`config.mk`:
```
export PLATFORM = sky130hd
export DESIGN_NAME = m_seq_gen_param
export DESIGN_NICKNAME = d
export VERILOG_FILES = /design/src/rtl/m_seq_gen_param.sv
export SDC_FILE = /design/constraint.sdc
export NUM_CORES = 1
export LEC_CHECK = 0
export BUFFER_PORTS_ARGS = -buffer_cell sky130_fd_sc_hd__buf_2
export CAP_MARGIN = 20
export CORE_ASPECT_RATIO = 1.25
export CORE_UTILIZATION = 49
export CTS_CLUSTER_SIZE = 12
export DETAILED_ROUTE_END_ITERATION = 10
export PLACE_DENSITY = 0.8
export SETUP_SLACK_MARGIN = 0.2
export SYNTH_ARGS = -nofsm -noshare
export SYNTH_HDL_FRONTEND = slang
export SYNTH_SLANG_ARGS = --single-unit
```
`constraint.sdc`:
```
create_clock -name clk -period 1.7 [get_ports clk]
set_input_delay 0.085 -clock clk [delete_from_list [all_inputs] [get_ports clk]]
set_output_delay 0.085 -clock clk [all_outputs]
set_load 0.1 [all_outputs]
```
`src/rtl/m_seq_gen_param.sv`:
```
// Maximal-length sequence chip generator: Fibonacci LFSR stepped once per DIV clocks,
// with seed load, one-chip delay/advance slips, chip and epoch strobes.
// Optional lockup guard: define M_SEQ_LOCKUP_GUARD_EN.
module m_seq_gen_param #(
  parameter int unsigned        LFSR_W = 11,
  parameter logic [LFSR_W-1:0]  TAPS   = 11'h402,
  parameter logic [LFSR_W-1:0]  SEED   = 11'h2AA,
  parameter int unsigned        DIV    = 3052
) (
  input  logic              clk,
  input  logic              rst,
  input  logic              en,
  input  logic              load,
  input  logic [LFSR_W-1:0] seed_in,
  input  logic              slip_dly,
  input  logic              slip_adv,
  output logic              chip,
  output logic              chip_stb,
  output logic              epoch,
  output logic [LFSR_W-1:0] state
);

  localparam int unsigned     CW      = $clog2(DIV);
  localparam logic [CW-1:0]   CNT_MAX = CW'(DIV - 1);
`ifdef M_SEQ_LOCKUP_GUARD_EN
  localparam logic [LFSR_W-1:0] ZERO  = {LFSR_W{1'b0}};
`endif

  logic [LFSR_W-1:0] q_q, q_d;
  logic [CW-1:0]     cnt_q, cnt_d;
  logic              pd_q, pd_d, pa_q, pa_d;
  logic              stb_q, stb_d, ep_q, ep_d;
  logic              tc_s;
  logic [LFSR_W-1:0] step1_s, step2_s, load_val_s;

  // One Fibonacci shift: feedback is the parity of the tapped bits.
  function automatic logic [LFSR_W-1:0] f_step(input logic [LFSR_W-1:0] s);
    f_step = {s[LFSR_W-2:0], ^(s & TAPS)};
  endfunction

  // Next-state: divider, slip flags, LFSR and strobes; load overrides all.
  always_comb begin
    tc_s    = en && (cnt_q == CNT_MAX);
    step1_s = f_step(q_q);
    step2_s = f_step(step1_s);
`ifdef M_SEQ_LOCKUP_GUARD_EN
    load_val_s = (seed_in == ZERO) ? SEED : seed_in;
`else
    load_val_s = seed_in;
`endif
    cnt_d = cnt_q;
    q_d   = q_q;
    pd_d  = pd_q;
    pa_d  = pa_q;
    stb_d = 1'b0;
    ep_d  = 1'b0;
    if (load) begin
      cnt_d = {CW{1'b0}};
      pd_d  = 1'b0;
      pa_d  = 1'b0;
      q_d   = load_val_s;
      ep_d  = (load_val_s == SEED);
    end else begin
      // Slips seen on the tc cycle belong to the following chip boundary.
      if (tc_s) begin
        cnt_d = {CW{1'b0}};
        pd_d  = slip_dly;
        pa_d  = slip_adv;
      end else if (en) begin
        cnt_d = cnt_q + CW'(1'b1);
        pd_d  = pd_q | slip_dly;
        pa_d  = pa_q | slip_adv;
      end else begin
        cnt_d = cnt_q;
        pd_d  = pd_q | slip_dly;
        pa_d  = pa_q | slip_adv;
      end
`ifdef M_SEQ_LOCKUP_GUARD_EN
      if (q_q == ZERO) begin
        q_d  = SEED;
        ep_d = 1'b1;
      end else
`endif
      if (tc_s) begin
        case ({pd_q, pa_q})
          2'b10: begin
            q_d   = q_q;
            stb_d = 1'b0;
          end
          2'b01: begin
            q_d   = step2_s;
            stb_d = 1'b1;
          end
          default: begin
            q_d   = step1_s;
            stb_d = 1'b1;
          end
        endcase
        ep_d = stb_d && (q_d == SEED);
      end else begin
        q_d = q_q;
      end
    end
  end

  // State and output registers.
  always_ff @(posedge clk or posedge rst) begin
    if (rst) begin
      q_q   <= SEED;
      cnt_q <= {CW{1'b0}};
      pd_q  <= 1'b0;
      pa_q  <= 1'b0;
      stb_q <= 1'b0;
      ep_q  <= 1'b0;
    end else begin
      q_q   <= q_d;
      cnt_q <= cnt_d;
      pd_q  <= pd_d;
      pa_q  <= pa_d;
      stb_q <= stb_d;
      ep_q  <= ep_d;
    end
  end

  assign chip     = q_q[LFSR_W-1];
  assign state    = q_q;
  assign chip_stb = stb_q;
  assign epoch    = ep_q;

endmodule

```
After elaboration in Yosys (flattened, before gate mapping)
Index checks and enable logic that the tools add are counted.
{"block": "op_classes", "addsub": 1, "n_eq_ne": 5, "mux": 19, "bitwise": 2, "n_reduce_logical": 6}
{"op": "$mux 11", "n": 4}
{"op": "$mux 12", "n": 3}
{"op": "$eq 11x10->1 const B", "n": 2}
{"op": "$pmux 11 s2", "n": 1}
{"op": "$reduce_xor 11->1", "n": 2}
{"op": "$add 12x1->12 const B", "n": 1}
{"op": "$eq 12x12->1 const B", "n": 1}
{"op": "$mux 1", "n": 11}
{"op": "$reduce_bool 3->1", "n": 1}
{"op": "$eq 2x1->1 const B", "n": 1}
{"op": "$eq 2x2->1 const B", "n": 1}
{"op": "$logic_and 1x1->1", "n": 2}
{"op": "$or 1x1->1", "n": 2}
{"op": "$reduce_bool 2->1", "n": 1}
{"block": "totals", "register_bits": 27, "in_bits": 17}

Longest topological paths before layout
{"block": "logic_depth", "depth_word": 8, "ltp_mapped": 8}

Least setup slack after synthesis
Ideal clock, no wire load.
{"block": "synth_path", "path_kind": "register to register", "startpoint": "register q_q[0] (netlist: state[0])", "endpoint": "register q_q[0] (netlist: state[0])", "arrival_ps": 1734, "t_required_ps": 1573, "path_slack_ps": -161, "path_stages_with_launch": 5, "path_buffers": 0, "synth_period_minus_slack_ps": 1861, "cell_sequence": "dfrtp_1 -> xor2_1 -> a221oi_1 -> nor3_1 -> a221o_1"}
{"block": "synth_between", "elab_chain_len": 6}
{"element": "from (decl)", "line_no": "29", "text": "logic [LFSR_W-1:0] q_q, q_d;"}
{"element": "from (signal assigned)", "line_no": "116", "text": "q_q <= q_d;"}
{"element": "$reduce_xor 11->1", "line_no": "38", "text": "f_step = {s[LFSR_W-2:0], ^(s & TAPS)};"}
{"element": "$pmux 11 s2 (*)", "line_no": "85", "text": "case ({pd_q, pa_q})"}
{"element": "$mux 11 (*)", "line_no": "84", "text": "if (tc_s) begin"}
{"element": "$mux 11 (*)", "line_no": "57", "text": "if (load) begin"}
{"element": "$mux 11 (*)", "line_no": "84"}
{"element": "$mux 11 (*)", "line_no": "57"}
Mark *: on every way between the ends. The rest lies on a longest branch, timed or not. The select of a mux whose other input is x is not followed.
A chain may end at the register's enable or synchronous reset.

Worst setup path in the final report
{"block": "layout_path", "startpoint": "register pa_q", "endpoint": "register ep_q (netlist: epoch)"}
{"block": "layout_between", "elab_chain_len": 8}
{"element": "from (decl)", "line_no": "31", "text": "logic pd_q, pd_d, pa_q, pa_d;"}
{"element": "from (signal assigned)", "line_no": "119", "text": "pa_q <= pa_d;"}
{"element": "$eq 2x1->1 or $eq 2x2->1 (tied branches)", "line_no": "85"}
{"element": "$pmux 11 s2", "line_no": "85"}
{"element": "$mux 11", "line_no": "84"}
{"element": "$mux 11", "line_no": "57"}
{"element": "$eq 11x10->1", "line_no": "99", "text": "ep_d = stb_d && (q_d == SEED);"}
{"element": "$logic_and 1x1->1 (*)", "line_no": "99"}
{"element": "$mux 1 (*)", "line_no": "84"}
{"element": "$mux 1 (*)", "line_no": "57"}
{"element": "via ep_d", "line_no": "32", "text": "logic stb_q, stb_d, ep_q, ep_d;"}
{"element": "to (signal assigned)", "line_no": "121", "text": "ep_q <= ep_d;"}
{"element": "to (decl)", "line_no": "32"}
Mark *: on every way through the listed nets, which the timed path passes. The rest lies on a longest branch. The select of a mux whose other input is x is not followed.

==> metrics.md <==
| Metric | Value |
|---|---|
| Most frequent cells in the layout | `buf_2, buf_4, nand2_1, dfrtp_1, nor2_1` |
| Run status | `finished, violations left` |
| Maxcap violations | `0` |
| Clk pin slew, worst setup/hold paths | `0.10 ns` |
| Leak pwr | `roughly 0.0010 uW` |
| Peak Freq | `around 540 MHz` |
| HP Class | `in -> reg` |
| Cells after synthesis | `between 150 and 200` |
| Cell Rows | `23` |
| Post-synthesis mux area share | `0` |
| Critical path origin | `pa_q` |
| Antenna diode count | `0` |
| Most common library cell in the layout ignoring fill and taps | `buf_2` |
| Largest net degree at the start of global routing | `28` |
| PD cells | `around 790 mW/mm^2` |
| Reg2reg setup slack | `-0.15 ns` |
| Top cells by area, synth | `dfrtp_1, dfstp_2, a221o_1` |
| Antenna-violating nets left | `0` |
| YS warnings | `0` |
| Sink Count | `27` |
| Total CTS buffers | `3` |
| Seq/Total Area, Yosys | `0.4116` |
| Synth unique cells | `50` |
| Synth top area share | `0.3323` |
| DRT iter0 DRCs | `84` |
| Crit path required time | `around 1.9 ns` |
| Vias in the first global route | `1700` |
| Post-Layout Cell Count | `~270` |
| Ys flop type | `dfrtp_1` |
| Critical path class | `reg -> reg` |
| DRC Markers | `0` |
| Post-Route WL | `around 5.5 mm` |
| Initial antenna violation count | `0` |
| Root Driver | `clkbuf_8` |
| IO Port Bufs | `30` |
| Syn Area/Cell | `9.466 um^2` |
| Max_slew headroom | `0.6717` |
| Clock buffer depth | `2` |
| CTS tree | `built` |
| DR WL/cell | `20.32 um` |
| Gpl congestion | `roughly 1` |
| Core area | `roughly 0.0032 mm^2` |
| Final setup fails | `6` |
| Clk_skew | `0.008749 ns` |
| CP Max Fanout | `6` |
| Area leader, netlist | `dfrtp_1` |
| Final Hold Vio Count | `0` |
| RSZ-0062 raised after global routing | `yes` |
| DP HPWL | `between 3 and 4 mm` |
| Setup ws final | `-0.1457 ns` |
| Die Span X | `54.01 um` |
| Crit share post-route | `1.086` |
| Syn Nets | `just under 200` |
| Slew Viols, Final | `0` |
| Placed Instances | `247` |
| Failing checks | `setup timing` |
| Hold wc startpoint | `slip_adv` |
| Worst EP arrival | `about 2.0 ns` |
| Worst setup EP type | `flip-flop` |
| Initial core utilization | `0.5140` |
| Worst Tran Pin Value | `roughly 0.50 ns` |
| Gr ovfl total | `0` |
| Post-Synth Simple-Gate Area | `0.2251` |
| Vias per inst | `around 6.6` |
| Vias | `between 1500 and 2000` |
| EDFF count, synth | `0` |
| Post-Synth Adder-Cell Area | `0.02266` |
| Die area | `between 0.003 and 0.004 mm^2` |
| Worst reg2reg startpoint | `pa_q` |
| Minimum clock period | `~1.8 ns` |
| DP Area | `between 0.0015 and 0.002 mm^2` |
| First-pass GRT wire length | `approximately 7.5 mm` |
| Startpoint class of the critical path | `flip-flop` |
| #FFs+latches synth | `27` |
| Synth Area in Compound Gates | `0.2326` |
| Iteration count of the initial detailed-routing pass | `4` |
| Asr flop ratio synth | `1.000` |
| Total Power | `a little under 2000 uW` |
| Largest family of logic cells by synthesized area | `compound AO/OA/AOI/OAI gates` |
| Die span in y | `roughly 67 um` |
| I/O pin cnt | `31` |
| Gr usage total | `0.2835` |
| Post-route setup TNS | `-0.3172 ns` |
| Layout cell share with drive strength beyond 1 | `0.5106` |
| H-Tree Depth | `1` |
| Area Overhead vs Synth | `49.55%` |
| Fin area | `~0.0025 mm^2` |
| Post-synthesis xor/xnor area fraction | `0.04758` |
| Fin Hold WS | `around 0.045 ns` |
| Final nets | `256` |
| Clock Latency Late Sink | `roughly 0.28 ns` |
| Max VDD drop | `between 0.6 and 0.7 mV` |
| Syn Std Cell Area | `approximately 0.0017 mm^2` |
path summary, 6_finish.rpt:
check,endpoint,cells past startpoint
min in group asynchronous,state[8],4
worst max register to register,epoch,8
worst max-delay path,epoch,8
worst min register to register,cnt_q[11],2
max in group asynchronous,state[7],4
worst min-delay path,pa_q,2
cell families after synthesis:
group | count (synthesis)
buffers and inverters | 19
DFF | 27
and+or+nand+nor | 68
xor gates and xnor gates | 9
AOI/OAI and AO/OA | 49
adders and majority gates | 3
area by class of cell:
cell class              count  area [um^2]
multi-input cells         129         1146
fillers                   203        745.7
flip-flops and latches     27        709.4
repair buffers             68        501.7
well taps                  37        46.29
clock buffers               4        45.04
inverters                   7        28.78
worst max-delay path, stage by stage, from the launching register on:
cell and delay, ns:
dfrtp_1 0.42, buf_6 0.13, inv_4 0.03, ha_4 0.19
buf_6 0.14, a221o_1 0.40, o221ai_2 0.10, nor4_2 0.07
a41o_1 0.26
cells in the mapped netlist (5+ instances only):
cell,n
buf_2,7
a22oi_1,5
a221o_1,9
dfrtp_1,22
nand2_1,21
a221oi_1,5
nor2_1,12
o21ai_0,7
xor2_1,6
dfstp_2,5
inv_1,5
nor3_1,9
power by group:
group / total, uW / switching (uW) / internal (uW)
combinational: 821 / 493 / 329
sequential: 761 / 68.9 / 692
clock: 379 / 210 / 169
per-stage QoR:
step,util,setup WS (ns)
2_1_floorplan,-,0.1027
3_3_place_gp,0.6134,0.006330
3_5_place_dp,0.6134,-0.1232
4_1_cts,0.6995,-0.04362
5_1_grt,0.7686,-0.2326
6_report,0.7686,-0.1457
routing by layer:
metal	GRT usage	routed length, um
met5	0	0
met4	0.1699	174
met3	0.03425	325
met2	0.5031	3031
met1	0.3087	1998
registers in the layout (all words and copies together), names as in the netlist:
| signal | cells |
|---|---|
| chip_stb | 1 |
| cnt_q | 12 |
| epoch | 1 |
| pa_q | 1 |
| pd_q | 1 |
| state | 11 |
timing repair:
| action | CTS | global route |
|---|---|---|
| endpoints found under the hold margin | 22 | 0 |
| buffers inserted | 9 | 10 |
| endpoints found under the setup margin | 10 | 26 |
| gates resized for setup | 36 | 28 |
| hold buffers | 1 | 0 |
| pin swaps | 13 | 11 |
| cloned | 0 | 1 |
Note: power is estimated with default switching activity, not from simulation.
